## src/rtl/lamp_aspect_encoder.sv

```systemverilog
// Flashing-lamp aspect transmitter: lit/unlit alternation per tick for go, steady unlit for stop.
// Outputs are registered (one clk from permit/feedback to lamp); no backpressure, the lamp driver always accepts.
module lamp_aspect_encoder #(
  parameter int TICK_DIV   = 4,
  parameter int HOLD_TICKS = 3,
  parameter int FB_DLY     = 2
) (
  input  logic clk,
  input  logic rst_n,
  input  logic go_req,
  input  logic train_present,
  input  logic track_ok,
  input  logic lamp_fb,
  output logic lamp,
  output logic tick,
  output logic go_shown,
  output logic fault
);

  localparam logic [1:0] ST_STOP  = 2'd0;
  localparam logic [1:0] ST_PRE   = 2'd1;
  localparam logic [1:0] ST_GO    = 2'd2;
  localparam logic [1:0] ST_FAULT = 2'd3;

  localparam logic [15:0] TICK_LAST = 16'(TICK_DIV - 1);
  localparam logic [7:0]  HOLD_MAX  = 8'(HOLD_TICKS);
  localparam logic [4:0]  FB_LIM    = 5'(FB_DLY);

  logic [1:0]  state;
  logic [1:0]  phase;
  logic [15:0] tick_cnt;
  logic [15:0] tick_cnt_nxt;
  logic [7:0]  hold_cnt;
  logic [4:0]  mm_cnt;
  logic        permit;
  logic        mismatch;
  logic        fb_trip;

  assign permit       = go_req & ~train_present & track_ok;
  assign mismatch     = lamp ^ lamp_fb;
  // Trips on the edge where the mismatch run would exceed FB_DLY cycles.
  assign fb_trip      = mismatch && (mm_cnt >= FB_LIM);
  assign tick_cnt_nxt = (tick_cnt == TICK_LAST) ? 16'd0 : tick_cnt + 16'd1;
  assign go_shown     = (state == ST_GO);
  assign fault        = (state == ST_FAULT);

  // tick is registered so it is glitch-free and drops immediately on reset.
  always_ff @(posedge clk or negedge rst_n) begin
    if (!rst_n) begin
      tick_cnt <= 16'd0;
      tick     <= 1'b0;
    end else begin
      tick_cnt <= tick_cnt_nxt;
      tick     <= (tick_cnt_nxt == TICK_LAST);
    end
  end

  always_ff @(posedge clk or negedge rst_n) begin
    if (!rst_n) begin
      mm_cnt <= 5'd0;
    end else if (!mismatch) begin
      mm_cnt <= 5'd0;
    end else if (mm_cnt != 5'h1f) begin
      mm_cnt <= mm_cnt + 5'd1;
    end
  end

  always_ff @(posedge clk or negedge rst_n) begin
    if (!rst_n) begin
      state    <= ST_STOP;
      phase    <= 2'd0;
      lamp     <= 1'b0;
      hold_cnt <= 8'd0;
    end else if (state == ST_FAULT) begin
      lamp <= 1'b0;
    end else if (fb_trip) begin
      state <= ST_FAULT;
      lamp  <= 1'b0;
    end else if (state != ST_STOP && !permit) begin
      // Forced stop is not aligned to a tick; the repeated unlit sample does the signalling.
      state    <= ST_STOP;
      lamp     <= 1'b0;
      hold_cnt <= 8'd0;
    end else if (tick) begin
      case (state)
        ST_STOP: begin
          if (hold_cnt == HOLD_MAX) begin
            if (permit) begin
              state <= ST_PRE;
              phase <= 2'd0;
              lamp  <= 1'b1;
            end
          end else begin
            hold_cnt <= hold_cnt + 8'd1;
          end
        end
        ST_PRE: begin
          phase <= phase + 2'd1;
          if (phase == 2'd3) begin
            state <= ST_GO;
            lamp  <= 1'b1;
          end else begin
            lamp <= ~lamp;
          end
        end
        ST_GO: begin
          lamp <= ~lamp;
        end
        default: begin
          lamp <= 1'b0;
        end
      endcase
    end
  end

endmodule
```

## config.mk

```make
export PLATFORM = sky130hd
export DESIGN_NAME = lamp_aspect_encoder
export DESIGN_NICKNAME = d
export VERILOG_FILES = /design/src/rtl/lamp_aspect_encoder.sv
export SDC_FILE = /design/constraint.sdc
export NUM_CORES = 1
export LEC_CHECK = 0
export ABC_AREA = 0
export CAP_MARGIN = 0
export CELL_PAD_IN_SITES_DETAIL_PLACEMENT = 0
export CELL_PAD_IN_SITES_GLOBAL_PLACEMENT = 1
export CORE_AREA = 3 3 68 70
export DETAILED_ROUTE_END_ITERATION = 6
export DIE_AREA = 0 0 71 73
export GPL_ROUTABILITY_DRIVEN = 0
export HOLD_SLACK_MARGIN = 0.08
export MAX_ROUTING_LAYER = met4
export PLACE_DENSITY_LB_ADDON = 0.1
export SETUP_SLACK_MARGIN = 0.15
export SYNTH_ARGS = -nofsm -noshare
export SYNTH_HDL_FRONTEND = slang
export SYNTH_SLANG_ARGS = --single-unit
```

## constraint.sdc

```tcl
create_clock -name clk -period 4.6 [get_ports clk]
set_input_delay 0.46 -clock clk [delete_from_list [all_inputs] [get_ports clk]]
set_output_delay 0.46 -clock clk [all_outputs]
set_load 0.03 [all_outputs]
```

* Word-level counts from Yosys, hierarchy flattened
Cells that the tools add are included.
** Cells by class
- Order comparisons :: 1
- Equal/unequal tests :: 17
- Muxes and demuxes :: 25
- Reduce and logical (&&, ||, !) cells :: 15
- Bitwise logic cells :: 8
- Add/subtract/negate cells :: 4
** Operators with widths (number)
- $eq A16 B2 Y1 const B :: 2
- $mux W8 :: 4
- $add A16 B1 Y16 const B :: 1
- $mux W16 :: 1
- $mux W2 :: 8
- $ne A5 B5 Y1 const B :: 3
- $ne A4 B4 Y1 const B :: 3
- $mux W5 :: 2
- $add A8 B1 Y8 const B :: 1
- $eq A8 B2 Y1 const B :: 1
- $pmux W2 S2 :: 2
- $reduce_bool A2 Y1 :: 4
- $reduce_bool A4 Y1 :: 2
- $mux W1 :: 7
- $reduce_and A7 Y1 :: 1
- $eq A2 B2 Y1 const B :: 3
- $ne A2 B2 Y1 const B :: 3
- $reduce_and A6 Y1 :: 1
- $add A5 B1 Y5 const B :: 1
- $ge A5 B2 Y1 const B :: 1
- $not A1 Y1 :: 5
- $reduce_and A5 Y1 :: 1
- $pmux W1 S3 :: 1
- $reduce_and A3 Y1 :: 1
- 9 further kinds :: 11
** Word-level totals
- Output and inout bits :: 4
- Register bits after elaboration :: 35

* Longest topological paths before layout
- Depth in word-level cells :: 10
- Depth in mapped cells :: 7
- Depth with buffers taken out :: 7

* Worst setup path after synthesis
No wires, ideal clock.
- Path kind :: reg2reg
- Start :: register mm_cnt[0]
- End :: register phase[0]
- Library setup time :: 125 ps
- Path slack :: 2374 ps
- Cell stages (with the launch flop) :: 8
- Data arrival time :: 2101 ps
- Data required time :: 4475 ps
- Path buffers :: 0
- Cells stage by stage :: dfrtp_1 -> inv_1 -> ha_1 -> or4_4 -> o21bai_4 -> inv_2 -> or4_4 -> mux2_4
** Between the ends
- Longest elaborated chain between the ends :: 4
** Ends and longest elaborated chain
- start: declaration :: RTL line 34 : logic [4:0] mm_cnt;
- start signal: assignment :: RTL line 64 : mm_cnt <= mm_cnt + 5'd1;
- $ge A5 B2 Y1 :: RTL line 42 : assign fb_trip = mismatch && (mm_cnt >= FB_LIM);
- $logic_and A1 B1 Y1 :: RTL line 42
- $not A1 Y1 (no source line)
- $reduce_and A7 Y1 (no source line)
- end signal: assignment :: RTL line 98 : phase <= phase + 2'd1;
- end: declaration :: RTL line 30 : logic [1:0] phase;
Every way passes these cells.
A chain may end at the register's enable or synchronous reset.

* Worst setup path in the final report
- Start :: register mm_cnt[0]
- End :: register phase[1]
Same word-level chain as after synthesis.

==> summary.txt <==
Outcome
  – Status: completed

Global route
  – First-pass GRT wire length: 6880 um
  – Vias in the first global route: about 1500
  – Initial antenna violation count: 0
  – Gr ovfl total: 0
  – Largest net degree at the start of global routing: 36
  – GRT Util Overall: approximately 17%

Synth
  – Register area share after synthesis: a little over two fifths
  – Synth Area in Compound Gates: 9.14%
  – Post-synth EDFFs: 0
  – Syn nets: 218
  – Mapped cell area: 0.00201 mm2
  – Post-synthesis simple-gate area fraction: between 20% and 30%
  – Avg Inst Size Synth: slightly below 10 um2
  – Asr flop ratio synth: 100%
  – Yosys warns: 0
  – Area share of xor/xnor cells in the synthesized design: 9.57%
  – Cell variety after synth: 46
  – Synth Area in Adders: ~3.7%
  – Yosys reg bits: 35
  – Fraction of synthesized area in multiplexers: 4.60%
  – Largest family of logic cells by synthesized area: simple AND/OR/NAND/NOR gates
  – Post-synthesis cell count: about 210
  – Primary FF master, synth: dfrtp_1

Clock network
  – Clk Latency, worst-skew pair: approximately 280 ps
  – Hold_buf cts: 0
  – CTS tree: done
  – Worst-case clock buffer depth: 2
  – Worst-path clk slew: about 70 ps
  – H-tree levels: 2
  – Post-CTS setup buffers: 0
  – Clock root cell: clkbuf_8
  – CTS resizes: 0
  – CTS Sinks: 35
  – Num CTS Buffers: 5

Route
  – DRT Pass-1 Iters: 4
  – DRC viols: 0
  – Detail Route Antenna Nets: 0
  – Routed wire length: 3840 um
  – Metal3 WL: 189 um
  – WL met2: around 1900 um
  – Met1 WL: 1690 um
  – Initial DRC Count: 94
  – DR top layer: met4
  – Drt wl/cell: 14.6 um
  – DR vias/cell: 6.02
  – DR vias: 1588

Min path
  – HP Class: flip-flop to flip-flop
  – Min-delay src: tick_cnt[15]
  – Min-Delay Path Depth: 1
  – Hold EP: tick_cnt[15]

Critical path
  – Crit. End Element: flip-flop
  – Reg-to-Reg End: phase[1]
  – CP top delay family: simple AND/OR/NAND/NOR gates
  – FF-to-FF setup slack: between 2000 and 2500 ps
  – Kind of critical path: flip-flop to flip-flop
  – Data arrival, critical path: 2530 ps
  – R2R depth: 7
  – Most frequent CP cell: or4_4
  – Critical-path cell list: inv_1 -> ha_1 -> or4_4 -> o21bai_4 -> inv_2 -> or4_4 -> mux2_4
  – CP Launch Type: flip-flop
  – CP required: roughly 4800 ps
  – CP max stage cell: or4_4
  – CP max FO: 10
  – Crit-path max cell delay: 530 ps
  – Worst flop-to-flop path startpoint: mm_cnt[0]
  – Worst path bufs/invs: 2

Floorplan
  – Die X: 71 um
  – Starting density of the core: 50.0%
  – Die H: between 70 and 80 um
  – CORE AREA: 0.00403 mm2
  – # rows: 23
  – I/O pins: 10
  – Die Area: between 0.005 and 0.006 mm2

Cells and area
  – Area Overhead vs Synth: 10.1%
  – Layout cells sized above 1: 9.35%
  – NumNets Final: 225
  – FF+latch area: 876 um2
  – Footprint of the multi-input gates: 0.00107 mm2
  – Layout fillers: 378
  – Fin area: between 0.002 and 0.0025 mm2
  – Antenna cells: 0

Timing
  – Final setup viols: 0
  – Slew margin rel.: between 60 and 70%
  – Worst setup margin: 2240 ps
  – Worst Skew: 6.62 ps
  – Achievable frequency: 0.423 GHz
  – Final Hold Vio Count: 0
  – Crit share post-route: 51.3%
  – RSZ-0062 raised after global routing: false
  – Slew Limit Fails: 0
  – Min cycle time layout: 2360 ps
  – Worst hold slack: around 490 ps
  – Slew @ Worst Pin: between 500 and 600 ps
  – Setup TNS: 0 ps

Power
  – Peak supply drop: 0.173 mV
  – Pleak: 0.983 nW
  – Pwr Density: 389 mW/mm2

Placement
  – Dpl hpwl: 2780 um
  – Port Buffer Count: 9
  – Pre-CTS WS: 1990 ps
  – Dpl cell area: 0.00214 mm2

Run
  – MaxCap Viol Count: 0
==> worst reg2reg max path: stages (launching register included) <==
cell,delay (ps)
dfrtp_1,410
inv_1,60
ha_1,190
or4_4,430
o21bai_4,250
inv_2,60
or4_4,530
mux2_4,310
==> Yosys cell counts, types with 3 or more instances <==
master | count | area, um2
inv_1 | 7 | 26.3
or3_1 | 5 | 31.3
dfrtp_1 | 35 | 876
and3_1 | 5 | 31.3
nor4_1 | 4 | 25.0
o21ai_0 | 4 | 20.0
clkbuf_1 | 10 | 37.5
nor3_1 | 6 | 30.0
ha_1 | 6 | 75.1
a21oi_1 | 9 | 45.0
nor2_1 | 19 | 71.3
nand3_1 | 11 | 55.1
nand2_1 | 9 | 33.8
xnor2_1 | 11 | 96.3
xor2_1 | 11 | 96.3
mux2i_1 | 4 | 40.0
nor2b_1 | 3 | 18.8
nand4_1 | 9 | 56.3
==> final cells by class <==
class / instances / share of cell area (%)
Multi-Input combinational cell: 153 / 48.3
Sequential cell: 35 / 39.5
Timing Repair Buffer: 10 / 4.40
Clock buffer: 7 / 3.44
Tap cell: 50 / 2.82
Inverter: 8 / 1.35
Clock inverter: 1 / 0.226
==> worst max-delay path by stage <==
stage	start	endpoint	slack, ps	cells past startpoint
floorplan	mm_cnt[0]	phase[0]	2370	7
global placement	lamp_fb	phase[0]	2070	6
detailed placement	lamp_fb	phase[0]	1990	6
CTS	mm_cnt[0]	phase[1]	2230	7
global route	hold_cnt[0]	hold_cnt[3]	2110	6
finish	mm_cnt[0]	phase[1]	2240	7
==> sequential cells by signal, indices dropped and copies added, names as in the netlist <==
signal	cells
tick_cnt	16
phase	2
state	2
hold_cnt	8
lamp	1
tick	1
mm_cnt	5
==> metrics by stage <==
stage / std cells / power (mW) / util [%]
6_report: 264 / 0.862 / 55.0
5_1_grt: 264 / 0.924 / 55.0
4_1_cts: 264 / 0.876 / 55.0
3_5_place_dp: 256 / 0.660 / 53.0
3_3_place_gp: 256 / 0.650 / 53.0
2_1_floorplan: 206 / 0.585 / -
==> power by group <==
part	switching [mW]	internal [mW]	total (mW)
sequential	0.0538	0.341	0.395
clock	0.104	0.106	0.210
combinational	0.145	0.112	0.257
==> routing by layer <==
layer	vias up	track usage, %
li1	757	-
met3	9	4.27
met1	785	20.6
met4	0	6.68
met2	37	27.6
met5	-	-
==> cell families (layout without fill, tap and decap cells) <==
group           Yosys count  in the layout
compound gates           26             26
xor+xnor                 22             22
fa+ha+maj                 6              6
buf+inv                  18             26
flops                    35             35
mux                       8              8
simple gates             91             91
==> layout by cell type (no fill, tap or decap), types with 5 or more instances in the layout <==
cell             count
nand4_1              9
xor2_1              11
or3_1                5
clkdlybuf4s50_1      9
ha_1                 6
inv_1                7
clkbuf_8             5
xnor2_1             11
a21oi_1              9
and3_1               5
nor3_1               6
nor2_1              19
nand2_1              9
dfrtp_1             35
nand3_1             11
Power figures use the tool's default switching activity.
